<file path="config.mk">
export PLATFORM = sky130hd
export DESIGN_NAME = wb_gain_ctrl
export DESIGN_NICKNAME = d
export VERILOG_FILES = /design/src/rtl/wb_gain_ctrl_pkg.sv /design/src/rtl/wb_div_serial.sv /design/src/rtl/wb_gain_ctrl.sv
export SDC_FILE = /design/constraint.sdc
export NUM_CORES = 1
export LEC_CHECK = 0
export CAP_MARGIN = 10
export CORE_ASPECT_RATIO = 0.8
export CORE_MARGIN = 3
export CORE_UTILIZATION = 30
export DETAILED_ROUTE_END_ITERATION = 10
export SLEW_MARGIN = 0
export SYNTH_ARGS = -nofsm -noshare
export SYNTH_HDL_FRONTEND = slang
export SYNTH_SLANG_ARGS = --single-unit
</file>
<file path="constraint.sdc">
create_clock -name clk -period 4.6 [get_ports clk]
set_input_delay 1.15 -clock clk [delete_from_list [all_inputs] [get_ports clk]]
set_output_delay 1.15 -clock clk [all_outputs]
set_load 0.005 [all_outputs]
</file>
<file path="src/rtl/wb_gain_ctrl_pkg.sv">
// Shared definitions for the white-balance gain scheduler: gain format
// defaults, divider geometry and FSM state encoding.
package wb_gain_ctrl_pkg;

  localparam int GAIN_FRAC_DEF = 8;
  localparam int GAIN_W_DEF    = 10;

  localparam int DIV_DVD_W  = 16;
  localparam int DIV_DSR_W  = 8;
  localparam int DIV_CYCLES = 16;

  typedef enum logic [2:0] {
    ST_IDLE   = 3'd0,
    ST_DIV_R  = 3'd1,
    ST_DIV_B  = 3'd2,
    ST_SMOOTH = 3'd3,
    ST_PEND   = 3'd4
  } wb_state_e;

endpackage

</file>
<file path="src/rtl/wb_div_serial.sv">
// Restoring 16/8 unsigned serial divider, one quotient bit per cycle,
// fixed 16-cycle latency from start to a single-cycle done pulse.
module wb_div_serial
  import wb_gain_ctrl_pkg::*;
(
  input  logic                 clk,
  input  logic                 rst_n,
  input  logic                 start,
  input  logic [DIV_DVD_W-1:0] dividend,
  input  logic [DIV_DSR_W-1:0] divisor,
  output logic [DIV_DVD_W-1:0] quotient,
  output logic                 done
);

  localparam int CNT_W = $clog2(DIV_CYCLES + 1);

  logic [DIV_DVD_W-1:0] dvd_q, dvd_d;
  logic [DIV_DSR_W-1:0] dsr_q, dsr_d;
  logic [DIV_DSR_W-1:0] rem_q, rem_d;
  logic [CNT_W-1:0]     cnt_q, cnt_d;
  logic                 done_q, done_d;
  logic [DIV_DSR_W:0]   trial;

  // Dividend shifts out at the top while quotient bits shift in at the bottom,
  // so dvd_q holds the quotient once the down-counter expires. A zero divisor
  // would yield all ones, i.e. the saturated quotient.
  always_comb begin
    dvd_d  = dvd_q;
    dsr_d  = dsr_q;
    rem_d  = rem_q;
    cnt_d  = cnt_q;
    done_d = 1'b0;
    trial  = {rem_q, dvd_q[DIV_DVD_W-1]};
    if (start) begin
      dvd_d = dividend;
      dsr_d = divisor;
      rem_d = '0;
      cnt_d = CNT_W'(DIV_CYCLES);
    end else if (cnt_q != '0) begin
      if (trial >= {1'b0, dsr_q}) begin
        rem_d = DIV_DSR_W'(trial - {1'b0, dsr_q});
        dvd_d = {dvd_q[DIV_DVD_W-2:0], 1'b1};
      end else begin
        rem_d = trial[DIV_DSR_W-1:0];
        dvd_d = {dvd_q[DIV_DVD_W-2:0], 1'b0};
      end
      cnt_d  = cnt_q - CNT_W'(1);
      done_d = (cnt_q == CNT_W'(1));
    end
  end

  always_ff @(posedge clk or negedge rst_n) begin
    if (!rst_n) begin
      dvd_q  <= '0;
      dsr_q  <= '0;
      rem_q  <= '0;
      cnt_q  <= '0;
      done_q <= 1'b0;
    end else begin
      dvd_q  <= dvd_d;
      dsr_q  <= dsr_d;
      rem_q  <= rem_d;
      cnt_q  <= cnt_d;
      done_q <= done_d;
    end
  end

  assign quotient = dvd_q;
  assign done     = done_q;

endmodule

</file>
<file path="src/rtl/wb_gain_ctrl.sv">
// Per-frame grey-world white-balance gain scheduler with IIR smoothing and
// frame-boundary commit. Define WB_MANUAL_EN to add manual R/B gain override.
//
// state     | meaning
// ----------+-----------------------------------------------------------
// ST_IDLE   | waiting for stat_valid; latches the frame averages
// ST_DIV_R  | shared divider computes G/R (zero divisor -> GAIN_MAX)
// ST_DIV_B  | shared divider computes G/B (zero divisor -> GAIN_MAX)
// ST_SMOOTH | one-cycle IIR step of working gains toward the targets
// ST_PEND   | waiting for a vsync rising edge to commit the outputs
module wb_gain_ctrl
  import wb_gain_ctrl_pkg::*;
#(
  parameter int                GAIN_FRAC    = GAIN_FRAC_DEF,
  parameter int                GAIN_W       = GAIN_W_DEF,
  parameter logic [GAIN_W-1:0] GAIN_MIN     = GAIN_W'(128),
  parameter logic [GAIN_W-1:0] GAIN_MAX     = GAIN_W'(1023),
  parameter int                SMOOTH_SHIFT = 2
)(
  input  logic              clk,
  input  logic              rst_n,
  input  logic              wb_en,
  input  logic              per_frame_vsync,
  input  logic              stat_valid,
  input  logic [7:0]        stat_avg_r,
  input  logic [7:0]        stat_avg_g,
  input  logic [7:0]        stat_avg_b,
`ifdef WB_MANUAL_EN
  input  logic              manual_sel,
  input  logic [GAIN_W-1:0] manual_gain_r,
  input  logic [GAIN_W-1:0] manual_gain_b,
`endif
  output logic [GAIN_W-1:0] out_gain_r,
  output logic [GAIN_W-1:0] out_gain_g,
  output logic [GAIN_W-1:0] out_gain_b,
  output logic              gain_updated,
  output logic              busy,
  output logic              stat_overrun
);

  localparam logic [GAIN_W-1:0] GAIN_ONE = GAIN_W'(1 << GAIN_FRAC);
  localparam int QW = DIV_DVD_W;
  localparam int SW = GAIN_W + 2;

  wb_state_e         state_q, state_d;
  logic [7:0]        lat_r_q, lat_r_d, lat_g_q, lat_g_d, lat_b_q, lat_b_d;
  logic [GAIN_W-1:0] tgt_r_q, tgt_r_d, tgt_b_q, tgt_b_d;
  logic [GAIN_W-1:0] work_r_q, work_r_d, work_b_q, work_b_d;
  logic [GAIN_W-1:0] out_r_q, out_r_d, out_b_q, out_b_d;
  logic              upd_q, upd_d;
  logic              ovr_q, ovr_d;
  logic              vs_q, vs_d, vs_edge_q, vs_edge_d;

  logic              div_start;
  logic [QW-1:0]     div_dividend;
  logic [7:0]        div_divisor;
  logic [QW-1:0]     div_quotient;
  logic              div_done;
  logic [GAIN_W-1:0] commit_r, commit_b;

  function automatic logic [GAIN_W-1:0] clamp_q(input logic [QW-1:0] q);
    if (q < QW'(GAIN_MIN)) return GAIN_MIN;
    if (q > QW'(GAIN_MAX)) return GAIN_MAX;
    return q[GAIN_W-1:0];
  endfunction

  function automatic logic [GAIN_W-1:0] smooth_step(input logic [GAIN_W-1:0] cur,
                                                    input logic [GAIN_W-1:0] tgt);
    logic signed [SW-1:0] diff;
    logic signed [SW-1:0] step;
    logic signed [SW-1:0] sum;
    diff = $signed({2'b00, tgt}) - $signed({2'b00, cur});
    step = diff >>> SMOOTH_SHIFT;
    sum  = $signed({2'b00, cur}) + step;
    if (sum < $signed({2'b00, GAIN_MIN})) return GAIN_MIN;
    if (sum > $signed({2'b00, GAIN_MAX})) return GAIN_MAX;
    return sum[GAIN_W-1:0];
  endfunction

  wb_div_serial u_div (
    .clk      (clk),
    .rst_n    (rst_n),
    .start    (div_start),
    .dividend (div_dividend),
    .divisor  (div_divisor),
    .quotient (div_quotient),
    .done     (div_done)
  );

  always_comb begin
    state_d      = state_q;
    lat_r_d      = lat_r_q;
    lat_g_d      = lat_g_q;
    lat_b_d      = lat_b_q;
    tgt_r_d      = tgt_r_q;
    tgt_b_d      = tgt_b_q;
    work_r_d     = work_r_q;
    work_b_d     = work_b_q;
    out_r_d      = out_r_q;
    out_b_d      = out_b_q;
    upd_d        = 1'b0;
    ovr_d        = ovr_q | (stat_valid && (state_q != ST_IDLE));
    vs_d         = per_frame_vsync;
    vs_edge_d    = per_frame_vsync & ~vs_q;
    div_start    = 1'b0;
    div_dividend = {lat_g_q, 8'b0};
    div_divisor  = lat_b_q;

    commit_r = wb_en ? work_r_q : GAIN_ONE;
    commit_b = wb_en ? work_b_q : GAIN_ONE;
`ifdef WB_MANUAL_EN
    if (manual_sel) begin
      commit_r = manual_gain_r;
      commit_b = manual_gain_b;
    end
`endif

    // Each divide is launched on the transition edge into its state, feeding
    // the divider straight from the source so no cycle is spent on setup.
    case (state_q)
      ST_IDLE: begin
        if (stat_valid) begin
          lat_r_d      = stat_avg_r;
          lat_g_d      = stat_avg_g;
          lat_b_d      = stat_avg_b;
          div_dividend = {stat_avg_g, 8'b0};
          div_divisor  = stat_avg_r;
          div_start    = (stat_avg_r != 8'd0);
          state_d      = ST_DIV_R;
        end
      end
      ST_DIV_R: begin
        if (lat_r_q == 8'd0 || div_done) begin
          tgt_r_d   = (lat_r_q == 8'd0) ? GAIN_MAX : clamp_q(div_quotient);
          div_start = (lat_b_q != 8'd0);
          state_d   = ST_DIV_B;
        end
      end
      ST_DIV_B: begin
        if (lat_b_q == 8'd0 || div_done) begin
          tgt_b_d = (lat_b_q == 8'd0) ? GAIN_MAX : clamp_q(div_quotient);
          state_d = ST_SMOOTH;
        end
      end
      ST_SMOOTH: begin
        work_r_d = smooth_step(work_r_q, tgt_r_q);
        work_b_d = smooth_step(work_b_q, tgt_b_q);
        state_d  = ST_PEND;
      end
      ST_PEND: begin
        if (vs_edge_q) begin
          out_r_d = commit_r;
          out_b_d = commit_b;
          upd_d   = (commit_r != out_r_q) || (commit_b != out_b_q);
          state_d = ST_IDLE;
        end
      end
      default: state_d = ST_IDLE;
    endcase
  end

  always_ff @(posedge clk or negedge rst_n) begin
    if (!rst_n) begin
      state_q   <= ST_IDLE;
      lat_r_q   <= '0;
      lat_g_q   <= '0;
      lat_b_q   <= '0;
      tgt_r_q   <= '0;
      tgt_b_q   <= '0;
      work_r_q  <= GAIN_ONE;
      work_b_q  <= GAIN_ONE;
      out_r_q   <= GAIN_ONE;
      out_b_q   <= GAIN_ONE;
      upd_q     <= 1'b0;
      ovr_q     <= 1'b0;
      vs_q      <= 1'b0;
      vs_edge_q <= 1'b0;
    end else begin
      state_q   <= state_d;
      lat_r_q   <= lat_r_d;
      lat_g_q   <= lat_g_d;
      lat_b_q   <= lat_b_d;
      tgt_r_q   <= tgt_r_d;
      tgt_b_q   <= tgt_b_d;
      work_r_q  <= work_r_d;
      work_b_q  <= work_b_d;
      out_r_q   <= out_r_d;
      out_b_q   <= out_b_d;
      upd_q     <= upd_d;
      ovr_q     <= ovr_d;
      vs_q      <= vs_d;
      vs_edge_q <= vs_edge_d;
    end
  end

  assign out_gain_r   = out_r_q;
  assign out_gain_g   = GAIN_ONE;
  assign out_gain_b   = out_b_q;
  assign gain_updated = upd_q;
  assign busy         = (state_q != ST_IDLE);
  assign stat_overrun = ovr_q;

endmodule

</file>
==> qor.csv <==
stage;metric;value;unit
job;Maximum Capacitance Violations;0;
worst_setup_path;Worst path slowest cell;dfrtp_1;
worst_setup_path;ordered cell list for the critical path;inv_1 > ha_1 > a21o_1 > a31o_1 > a41o_1 > a21oi_1 > xnor2_1 > ha_1 > o21ai_1 > a21boi_1 > a2111oi_4 > nor3b_2 > o211a_1 > o221ai_2 > o221ai_1;
sta;ratio of final minimum period to clock period;89.58;%
worst_hold_path;min-delay worst type;reg -> reg;
logic_synthesis;share of the yosys chip area belonging to registers;40.78;%
global_route;total routing usage reported by global routing;14.17;%
sta;final slew viol count;0;
route;DRC violations left;0;
global_route;number of global-route vias before repair;6294;
layout;area used by multi-input combinational logic;4364;µm²
global_route;busiest layer in global routing;met1;
worst_setup_path;critical path data arrival time;4.37;ns
logic_synthesis;number of synthesized register bits;129;
die;Core Box Area;25630;µm²
global_route;met2 capacity usage during global routing;20.95;%
logic_synthesis;most instantiated cells after synthesis;nand2_1, dfrtp_1, nor2_1;
logic_synthesis;flip-flop cell with the highest count after synthesis;dfrtp_1;
route;remaining number of nets flagged by the antenna check after routing;0;
worst_setup_path;worst endpoint required time;4.85;ns
placed_design;Detail Placement HPWL;14510;µm
sta;total setup violations reported at the end of the flow;0;
die;width of the die;187.8;µm
logic_synthesis;synthesized area divided by synthesized cell count;8.656;µm²
clock_tree;setup repair bufs after CTS;0;
sta;Max-slew headroom;31.00;%
logic_synthesis;largest cells by area after synthesis;dfrtp_1, ha_1, nand2_1;
die;vertical die dimension;151.4;µm
route;Avg WL per Cell;14.89;µm
logic_synthesis;count of flip-flops with a built-in enable after synthesis;0;
clock_tree;post-cts gate resize count;0;
placed_design;Port Buf Inserts;51;
layout;Area growth syn-to-layout;18.26;%
sta;actual slew at the worst max-slew pin;1.035;ns
worst_setup_path;Critical Path End Type;register;
worst_setup_path;CP dominant cell by count;ha_1;
die;I/O pin cnt;62;
sta;count of final hold-check violations;0;
placed_design;global placement routability congestion;0.8809;
logic_synthesis;most numerous cell in the Yosys netlist;nand2_1;
worst_setup_path;worst setup path category;reg -> reg;
layout;fraction of final layout cells sized beyond drive strength 1;6.974;%
clock_tree;clk sinks;129;
global_route;overflow left after global routing;0;
logic_synthesis;Cells after Synth;916;
die;initial standard-cell utilization of the core;30.93;%
global_route;maximum number of pins on one net before global-route repair;79;
layout;FF/Latch Area;3233;µm²
clock_tree;clock input transition at the sequential cells of the worst setup and hold paths;0.06;ns
logic_synthesis;cell accounting for the most synthesized area;dfrtp_1;
logic_synthesis;post-synth cell types;71;
die;cell row count;52;
sta;RSZ-0062 raised after global routing;no;
die;die area;28430;µm²
worst_setup_path;CP max stage delay;0.42;ns
clock_tree;clock tree from TritonCTS;yes;
route;first-iteration detailed-routing DRC count;521;
layout;total of fill cells in the finished design;2624;
layout;layout net count;1045;
sta;setup skew after layout;0.01154;ns
logic_synthesis;proportion of netlist area held by the largest area contributor;39.45;%
route;final routed wirelength across all metal layers;19740;µm
worst_setup_path;critical path's top delay family;compound AO/OA/AOI/OAI gates;
status;run status;completed;
sta;final-layout setup total negative slack;0;ns
worst_setup_path;Max Fanout on Critical Path;8;
clock_tree;insertion delay to the later sink of the worst-skew pair;0.41;ns
route;TritonRoute pass-1 iters;5;
logic_synthesis;async set-reset flop share out of synthesis;100.0;%
clock_tree;buffer levels on the longest clock path;2;
global_route;GR Layer Usage met1;21.25;%
route;Via Count;6613;
global_route;met3 Resource Use GR;3.054;%
clock_tree;H-Tree Depth;4;
clock_tree;post-cts hold buffer count;0;
sta;clock period minus final worst setup slack;4.121;ns
global_route;wire length of the first global-routing pass;32850;µm
sta;Highest Clock Rate;0.2427;GHz
clock_tree;CTS root buffer;clkbuf_16;
global_route;number of antenna violations at the first check in global routing;0;
route;Vias per Instance;4.987;
clock_tree;number of buffers inserted during clock tree synthesis;17;
worst_setup_path;count of buffering cells on the critical path with inverters included;1;
logic_synthesis;synthesized area;7929;µm²
worst_setup_path;kind of start point of the critical path;register;
layout;antenna cell count;0;
logic_synthesis;number of warning messages in the yosys log;0;
final timing paths:
kind | startpoint | endpoint | slack, ns | cells past startpoint
hold reg to reg | vs_q | vs_edge_q | 0.39 | 1
setup / recovery | work_b_q[2] | work_b_q[2] | 0.48 | 15
setup reg to reg | work_b_q[2] | work_b_q[2] | 0.48 | 15
max in group asynchronous | rst_n | u_div.quotient[14] | 2.94 | 2
min in group asynchronous | rst_n | out_gain_r[3] | 0.77 | 1
hold / removal | vs_q | vs_edge_q | 0.39 | 1
sequential cells by signal (all words and copies together), names as in the netlist:
register and count:
tgt_r_q 10, work_r_q 10, stat_overrun 1, vs_q 1
u_div.dsr_q 8, out_gain_r 10, work_b_q 10, gain_updated 1
lat_r_q 8, u_div.cnt_q 5, u_div.rem_q 8, state_q 3
tgt_b_q 10, lat_b_q 8, u_div.done 1, u_div.quotient 16
lat_g_q 8, out_gain_b 10, vs_edge_q 1
through the flow:
stage | util, % | instances | cell area, µm² | setup WS, ns | hold slack (ns)
floorplan | - | 924 | 7959 | 0.9285 | 0.3777
global placement | 34.31 | 1294 | 8796 | 0.6820 | 0.3843
detailed placement | 34.31 | 1294 | 8796 | 0.5786 | 0.3884
CTS | 36.58 | 1326 | 9376 | 0.5392 | 0.3966
global route | 36.58 | 1326 | 9376 | 0.2421 | 0.4114
finish | 36.58 | 1326 | 9376 | 0.4791 | 0.3945
metal layers:
| layer | up-vias | part of all wire (%) |
|---|---|---|
| met5 | - | 0 |
| met4 | 0 | 0.63 |
| met3 | 8 | 3.5 |
| met2 | 108 | 43 |
| met1 | 3164 | 53 |
| li1 | 3333 | - |
worst register-to-register path, cell delays in order, from the launching register on:
cell	delay [ns]
dfrtp_1	0.42
inv_1	0.11
ha_1	0.33
a21o_1	0.20
a31o_1	0.21
a41o_1	0.34
a21oi_1	0.21
xnor2_1	0.16
ha_1	0.32
o21ai_1	0.12
a21boi_1	0.14
a2111oi_4	0.40
nor3b_2	0.13
o211a_1	0.25
o221ai_2	0.40
o221ai_1	0.24
cell usage in the layout, fill, tap and decap left out, types with 13 or more instances in the layout:
cell and n:
nor2_1 89, o21ai_0 63, nor4_1 20, inv_1 44, clkbuf_16 17, nand3_1 23
xnor2_1 34, clkdlybuf4s50_1 50, nand2_1 164, a21oi_1 43, a31oi_1 33, ha_1 51
nor3_1 13, dfrtp_1 125
layout make-up:
cell class / instances / share of cell area (%)
Timing Repair Buffer: 62 / 6.338
Tap cell: 351 / 4.684
Clock inverter: 15 / 1.655
Sequential cell: 129 / 34.48
Multi-Input combinational cell: 708 / 46.54
Inverter: 44 / 1.761
Clock buffer: 17 / 4.537
logic make-up (layout without fill, tap and decap cells):
| group | after synthesis | in the layout | share of synthesized area (%) |
|---|---|---|---|
| fa+ha+maj | 54 | 54 | 8.805 |
| other cells | 2 | 10 | 0.09472 |
| xor+xnor | 42 | 42 | 4.640 |
| simple gates | 354 | 354 | 19.80 |
| mux | 2 | 2 | 0.4260 |
| compound gates | 246 | 246 | 20.81 |
| buf+inv | 87 | 138 | 4.639 |
| flops | 129 | 129 | 40.78 |
Power is left out: the tool's default activity adds up to more than one toggle a clock period on the data nets, which glitch-free logic cannot reach.
